File: config.mk
export PLATFORM = sky130hd
export DESIGN_NAME = pin_in_filter
export DESIGN_NICKNAME = d
export VERILOG_FILES = /design/src/rtl/pin_in_filter.sv
export SDC_FILE = /design/constraint.sdc
export NUM_CORES = 1
export LEC_CHECK = 0
export CORE_AREA = 4 4 191 193
export CTS_BUF_LIST = sky130_fd_sc_hd__clkbuf_8
export DETAILED_ROUTE_END_ITERATION = 16
export DIE_AREA = 0 0 195 197
export GPL_TIMING_DRIVEN = 1
export PLACE_DENSITY = 0.65
export SYNTH_ARGS = -nofsm -noshare
export SYNTH_HDL_FRONTEND = slang
export SYNTH_SLANG_ARGS = --single-unit
export TNS_END_PERCENT = 50
File: constraint.sdc
create_clock -name clock_160 -period 3.9 [get_ports clock_160]
set_clock_uncertainty 0.15 [all_clocks]
set_input_delay 0.39 -clock clock_160 [delete_from_list [all_inputs] [get_ports clock_160]]
set_output_delay 0.39 -clock clock_160 [all_outputs]
set_load 0.1 [all_outputs]
File: src/rtl/pin_in_filter.sv
// Input pin conditioning: per-pin synchroniser, programmable glitch filter,
// and a valid/ready change-event word with sticky overflow reporting.
module pin_in_filter #(
  parameter int WIDTH       = 32,
  parameter int FILT_BITS   = 4,
  parameter int SYNC_STAGES = 2
) (
  input  logic                 clock_160,
  input  logic                 res,
  input  logic [WIDTH-1:0]     pin_raw,
  input  logic [WIDTH-1:0]     filt_en,
  input  logic [FILT_BITS-1:0] filt_len,
  output logic [WIDTH-1:0]     pin_in,
  input  logic [WIDTH-1:0]     evt_mask,
  output logic                 evt_valid,
  input  logic                 evt_ready,
  output logic [WIDTH-1:0]     evt_bits,
  output logic                 evt_overflow
);

  logic [WIDTH-1:0] sync_q [SYNC_STAGES];
  logic [WIDTH-1:0] sync_s;
  logic [WIDTH-1:0] pin_chg;

  always_ff @(posedge clock_160) begin
    if (res) begin
      for (int k = 0; k < SYNC_STAGES; k++) sync_q[k] <= '0;
    end else begin
      sync_q[0] <= pin_raw;
      for (int k = 1; k < SYNC_STAGES; k++) sync_q[k] <= sync_q[k-1];
    end
  end

  assign sync_s = sync_q[SYNC_STAGES-1];

  // One glitch filter per pin; pin_chg flags the cycle a new level is taken.
  for (genvar gi = 0; gi < WIDTH; gi++) begin : g_filt
    logic [FILT_BITS-1:0] cnt_q, cnt_d;
    logic                 lvl_q, lvl_d;

    always_comb begin
      cnt_d = cnt_q;
      lvl_d = lvl_q;
      if (!filt_en[gi]) begin
        lvl_d = sync_s[gi];
        cnt_d = '0;
      end else if (sync_s[gi] == lvl_q) begin
        cnt_d = '0;
      end else if (cnt_q >= filt_len) begin
        lvl_d = sync_s[gi];
        cnt_d = '0;
      end else if (cnt_q != '1) begin
        cnt_d = cnt_q + 1'b1;
      end
    end

    always_ff @(posedge clock_160) begin
      if (res) begin
        cnt_q <= '0;
        lvl_q <= 1'b0;
      end else begin
        cnt_q <= cnt_d;
        lvl_q <= lvl_d;
      end
    end

    assign pin_in[gi]  = lvl_q;
    assign pin_chg[gi] = lvl_d ^ lvl_q;
  end

  logic [WIDTH-1:0] chg_q;
  logic [WIDTH-1:0] pend_q, pend_d;
  logic [WIDTH-1:0] bits_q, bits_d;
  logic             valid_q, valid_d;
  logic             ovf_q, ovf_d;
  logic [WIDTH-1:0] acc;
  logic             ovf_new;

  assign acc = pend_q | chg_q;

  always_comb begin
    valid_d = valid_q;
    bits_d  = bits_q;
    pend_d  = pend_q;
    ovf_new = (|(chg_q & pend_q)) ||
              (valid_q && !evt_ready && (|(chg_q & bits_q)));
    if (!valid_q) begin
      if (|acc) begin
        bits_d  = acc;
        valid_d = 1'b1;
        pend_d  = '0;
      end
    end else begin
      pend_d = pend_q | chg_q;
      if (evt_ready) valid_d = 1'b0;
    end
    // A fresh overflow beats the clear-on-accept.
    if (ovf_new)                    ovf_d = 1'b1;
    else if (valid_q && evt_ready)  ovf_d = 1'b0;
    else                            ovf_d = ovf_q;
  end

  always_ff @(posedge clock_160) begin
    if (res) begin
      chg_q   <= '0;
      pend_q  <= '0;
      bits_q  <= '0;
      valid_q <= 1'b0;
      ovf_q   <= 1'b0;
    end else begin
      chg_q   <= pin_chg & evt_mask;
      pend_q  <= pend_d;
      bits_q  <= bits_d;
      valid_q <= valid_d;
      ovf_q   <= ovf_d;
    end
  end

  assign evt_valid    = valid_q;
  assign evt_bits     = bits_q;
  assign evt_overflow = ovf_q;

endmodule

## Word-level counts from Yosys, hierarchy flattened

Memories as Yosys holds them, arrays and structs flattened.
Cells that the tools add are included.

- Bits in registers: 258
- Bits in writable memories: 64
- Bits of input ports: 103
- Output and inout bits: 66
- Logic and storage cells: 420
- Memories: 1

- Add/sub/neg operators: 32
- Magnitude comparators: 32
- Eq/ne operators: 64
- Mux-type cells: 108
- Bitwise logic cells: 71
- Reduce and logical (&&, ||, !) cells: 43

Memories:

| name | words | width | rd ports | clocked after memory_dff | write ports | line | RTL |
|---|---|---|---|---|---|---|---|
| sync_q | 2 | 32 | 2 | 0 | 2 | 21 | `logic [WIDTH-1:0] sync_q [SYNC_STAGES];` |

Operators with widths:

| cell | number |
|---|---|
| $add 4x1->4 const B | 32 |
| $ge 4x4->1 | 32 |
| $mux 32 | 4 |
| $ne 4x4->1 const B | 32 |
| $reduce_or 4->1 | 32 |
| $mux 1 | 104 |
| $and 32x32->32 | 3 |
| $reduce_or 32->1 | 3 |
| $not 1->1 | 33 |
| $eq 1x1->1 | 32 |
| $or 32x32->32 | 1 |
| $xor 1x1->1 | 32 |
| $reduce_bool 2->1 | 2 |
| $logic_and 1x1->1 | 3 |
| $or 1x1->1 | 2 |
| $reduce_and 2->1 | 1 |
| $logic_not 1->1 | 1 |
| $logic_or 1x1->1 | 1 |

## Longest topological paths before layout

- Depth after elaboration: 6
- Gate-level depth with buffers: 7
- Mapped depth without buffers: 7

## Worst setup path before layout

OpenSTA, ideal clock, no wires.

- Path type: input -> register
- Start point: in filt_len[1]
- End point: reg chg_q[0]
- Library setup time: 0.115 ns
- Arrival time: 1.911 ns
- Required time: 3.635 ns
- Setup slack: 1.724 ns
- Cell stages on the path: 6
- Path buffers: 0
- Cells stage by stage: inv_1 > ha_1 > a21o_1 > a21oi_1 > o21ai_0 > and3_1

- Longest elaborated chain between the ends: 6

RTL lines:

| what | line | RTL |
|---|---|---|
| start: declaration | 12 | `input logic [FILT_BITS-1:0] filt_len,` |
| $ge 4x4->1 | 49 | `end else if (cnt_q >= filt_len) begin` |
| $mux 1 | 49 |  |
| $mux 1 | 47 | `end else if (sync_s[gi] == lvl_q) begin` |
| $mux 1 | 44 | `if (!filt_en[gi]) begin` |
| $xor 1x1->1 | 68 | `assign pin_chg[gi] = lvl_d ^ lvl_q;` |
| $and 32x32->32 | 111 | `chg_q <= pin_chg & evt_mask;` |
| end signal: assignment | 111 |  |
| end: declaration | 71 | `logic [WIDTH-1:0] chg_q;` |

No other way between the ends.
A chain may end at the register's enable or synchronous reset.

## Worst setup path after layout

- Start point: reg bits_q[6], in the netlist evt_bits[6]
- End point: out evt_bits[6]

RTL lines:

| what | line | RTL |
|---|---|---|
| start: declaration | 73 | `logic [WIDTH-1:0] bits_q, bits_d;` |
| start signal: assignment | 113 | `bits_q <= bits_d;` |
| end: declaration | 17 | `output logic [WIDTH-1:0] evt_bits,` |

No word-level cell between the ends.

==> flow_summary.toml <==
[run_status]
status = "completed"

[clock_network]
cts-root-buf = "clkbuf_8"
holdBufCountCts = 0
postCtsSetupRepairBufs = 0
clockBufferDepth = 3
cts_resized = 0
clkLatencyLatePin_ns = 0.61
cts.sinks = 322
htreeDepth = 2
cts_buffers = 56
cts_tree = "built"
cts.clk_slew.worst_paths_ns = 0.06

[synth]
synth_area_per_cell_um2 = 9.03
syn_nets = 1978
synth_warnings = 0
netlist_area_um2 = 15500
yosys_register_bits = 322
syn_inst = 1715
ys_seq_area_share_pct = 41.6
synth_cell_types = 33

[worst_hold_path]
min_path_type = "primary input to flip-flop"

[die]
start_util_pct = 44.8
fp.dieH_um = 197
coreArea_um2 = 34500
die_x_um = 195
rows = 68
die_area_um2 = 38400
ios = 169

[timing]
fin_setup_tns_ns = 0
slew_viol_final = 0
relSlewSlack_pct = 27.8
rsz0062_at_grt = "false"
clock.fmax_mhz = 360
worst_pin_slew_ns = 1.08
final_hold_viol_count = 0
min_period_over_period_pct = 71.3
layout_min_cycle_time_ns = 2.78
finalSetupViolations = 0

[drt]
wl_per_cell_um = 15.8
post-route-drc-count = 0
antenna_left = 0
first_pass_iters = 5
drtIter0Drc = 604
route.vias.total = 12500
routed_wl_um = 37600
via_per_inst = 5.25

[power]
p_clk_share_pct = 38.0
switching_power_uw = 2680
power.leakage_uw = 0.00784
peakVddDrop_v = 0.000275
internal_power_uw = 5770
pwr-share-comb_pct = 19.6
power_density_nw_per_um2 = 454
switching_share_pct = 31.8
seqPwrFrac_pct = 42.4

[final_layout]
fill_cells = 3195
multiInputGateArea_um2 = 8260
fin_nets = 2144
area_growth_pct = 20.3
finalNonFillerCells = 2377
insertedDiodeCount = 0
regArea_um2 = 6450
drive_gt1_share_pct = 5.62

[grt]
grt_start_max_net_pins = 131
grt_pass1_vias = 12100
grt_pass1_wl_um = 60900
track_usage_pct = 19.1
grt-ovfl-total = 0
antenna_found_initial = 0

[worst_setup_path]
start_kind = "flip-flop"
critical_path.top_delay_family = "buffers and inverters"
path_max_fanout = 3
slowest_delay_ns = 1.18
worstSetupPathType = "flip-flop to output port"
critPathCaptureType = "output port"
crit_required_ns = 3.36
critPathSlowestCell = "clkdlybuf4s50_1"
path_buf_inv = 1
path_cells = "clkdlybuf4s50_1"
arrival_ns = 2.24

[place]
place_inst = 2278
place.port_buffers = 168
place.gp.congestion = 0.840
place_hpwl_um = 26900

[run]
drv_cap = 0
## per-layer routing
layer  up-vias  share of wire, %  global-route usage (%)
li1       6326                 -                       -
met1      5826                47                    25.5
met2       275                45                    30.8
met3        57               6.5                    5.13
met4         0               1.7                    4.86
met5         -                 0                       0
## per-stage QoR
stage | hold WS [ns] | worst slack, ns | cell area, µm² | power, µW | util, %
floorplan | 0.264 | 1.72 | 15500 | 4830 | -
global placement | 0.267 | 1.03 | 17400 | 5300 | 50.5
detailed placement | 0.270 | 0.980 | 17400 | 5310 | 50.5
CTS | 0.131 | 1.08 | 18600 | 8560 | 53.9
global route | 0.157 | 1.05 | 18600 | 8830 | 53.9
finish | 0.168 | 1.12 | 18600 | 8450 | 53.9
## logic make-up (layout without fill, tap and decap cells)
logic type      count (synthesis)  after routing  synth area share (%)
mux                            64             64                  4.14
xor+xnor                       64             64                  3.62
fa+ha+maj                     160            160                  12.9
compound gates                267            267                  11.2
simple gates                  667            667                  21.4
buf+inv                       171            378                  5.10
flops                         322            322                  41.6
## state kept, by name, indices dropped and copies added, names as in the netlist
name          count
pend_q           32
chg_q            32
evt_overflow      1
evt_valid         1
evt_bits         32
sync_q           64
g_filt.lvl_q     32
g_filt.cnt_q    128
## final cells by class
type / instances / share of cell area (%)
Clock inverter: 20 / 0.611
Inverter: 100 / 2.01
Clock buffer: 79 / 5.84
Timing Repair Buffer: 179 / 9.55
Tap cell: 455 / 3.06
Sequential cell: 322 / 34.6
Multi-Input combinational cell: 1222 / 44.3
## Yosys cell counts
library cell / count / share of area (%)
dfxtp_1: 322 / 42
nor2_1: 201 / 4.9
ha_1: 160 / 13
inv_1: 100 / 2.4
nand2_1: 98 / 2.4
nor2b_1: 96 / 3.9
a21oi_1: 66 / 2.1
mux2i_1: 64 / 4.1
nand3_1: 64 / 2.1
xnor2_1: 64 / 3.6
nor3_1: 57 / 1.8
nor4_1: 49 / 2.0
a211oi_1: 40 / 1.9
buf_4: 38 / 1.8
nand2b_1: 33 / 1.3
a21o_1: 32 / 1.6
a31oi_1: 32 / 1.3
o211ai_1: 32 / 1.6
and3_1: 31 / 1.3
o21ai_0: 31 / 1.0
clkbuf_1: 25 / 0.61
nor3b_1: 24 / 1.2
a22oi_1: 23 / 1.1
nand4_1: 11 / 0.44
a221oi_1: 4 / 0.23
a22o_1: 4 / 0.23
buf_1: 4 / 0.097
buf_2: 4 / 0.13
or2_2: 2 / 0.081
a222oi_1: 1 / 0.065
nor4_4: 1 / 0.14
o21a_1: 1 / 0.048
o21ai_1: 1 / 0.032
## cell usage in the layout (no fill, tap or decap), types with 3 or more instances in the layout
| cell type | netlist | layout |
|---|---|---|
| dfxtp_1 | 322 | 321 |
| nor2_1 | 201 | 201 |
| clkdlybuf4s50_1 | 0 | 165 |
| ha_1 | 160 | 160 |
| inv_1 | 100 | 109 |
| nand2_1 | 98 | 98 |
| nor2b_1 | 96 | 96 |
| clkbuf_8 | 0 | 79 |
| a21oi_1 | 66 | 66 |
| xnor2_1 | 64 | 64 |
| nand3_1 | 64 | 64 |
| mux2i_1 | 64 | 64 |
| nor3_1 | 57 | 57 |
| nor4_1 | 49 | 49 |
| a211oi_1 | 40 | 40 |
| nand2b_1 | 33 | 33 |
| a21o_1 | 32 | 32 |
| o211ai_1 | 32 | 32 |
| a31oi_1 | 32 | 32 |
| o21ai_0 | 31 | 31 |
| and3_1 | 31 | 31 |
| nor3b_1 | 24 | 24 |
| a22oi_1 | 23 | 23 |
| nand4_1 | 11 | 11 |
| buf_4 | 38 | 11 |
| a22o_1 | 4 | 4 |
| a221oi_1 | 4 | 4 |
| clkinv_2 | 0 | 4 |
| inv_2 | 0 | 3 |
## worst paths after layout
kind | from | cells after the start | slack, ns | end
worst min-delay path | evt_mask[31] | 3 | 0.17 | chg_q[31]$_SDFF_PP0_
worst max register to register | pend_q[9]$_SDFFE_PP0P_ | 5 | 1.35 | evt_bits[4]$_SDFFE_PP0P_
worst min register to register | sync_q[0][31]$_SDFF_PP0_ | 1 | 0.28 | sync_q[0][63]$_SDFF_PP0_
worst max-delay path | evt_bits[6]$_SDFFE_PP0P_ | 1 | 1.12 | evt_bits[6]
## power by group through the flow
stage | sequential (µW) | clock, µW | combinational (µW)
2_1_floorplan | 4200 | 0 | 632
3_3_place_gp | 3650 | 0 | 1650
3_5_place_dp | 3650 | 0 | 1660
4_1_cts | 3580 | 3310 | 1670
5_1_grt | 3600 | 3450 | 1770
6_report | 3590 | 3210 | 1660
(Power assumes the default switching activity.)
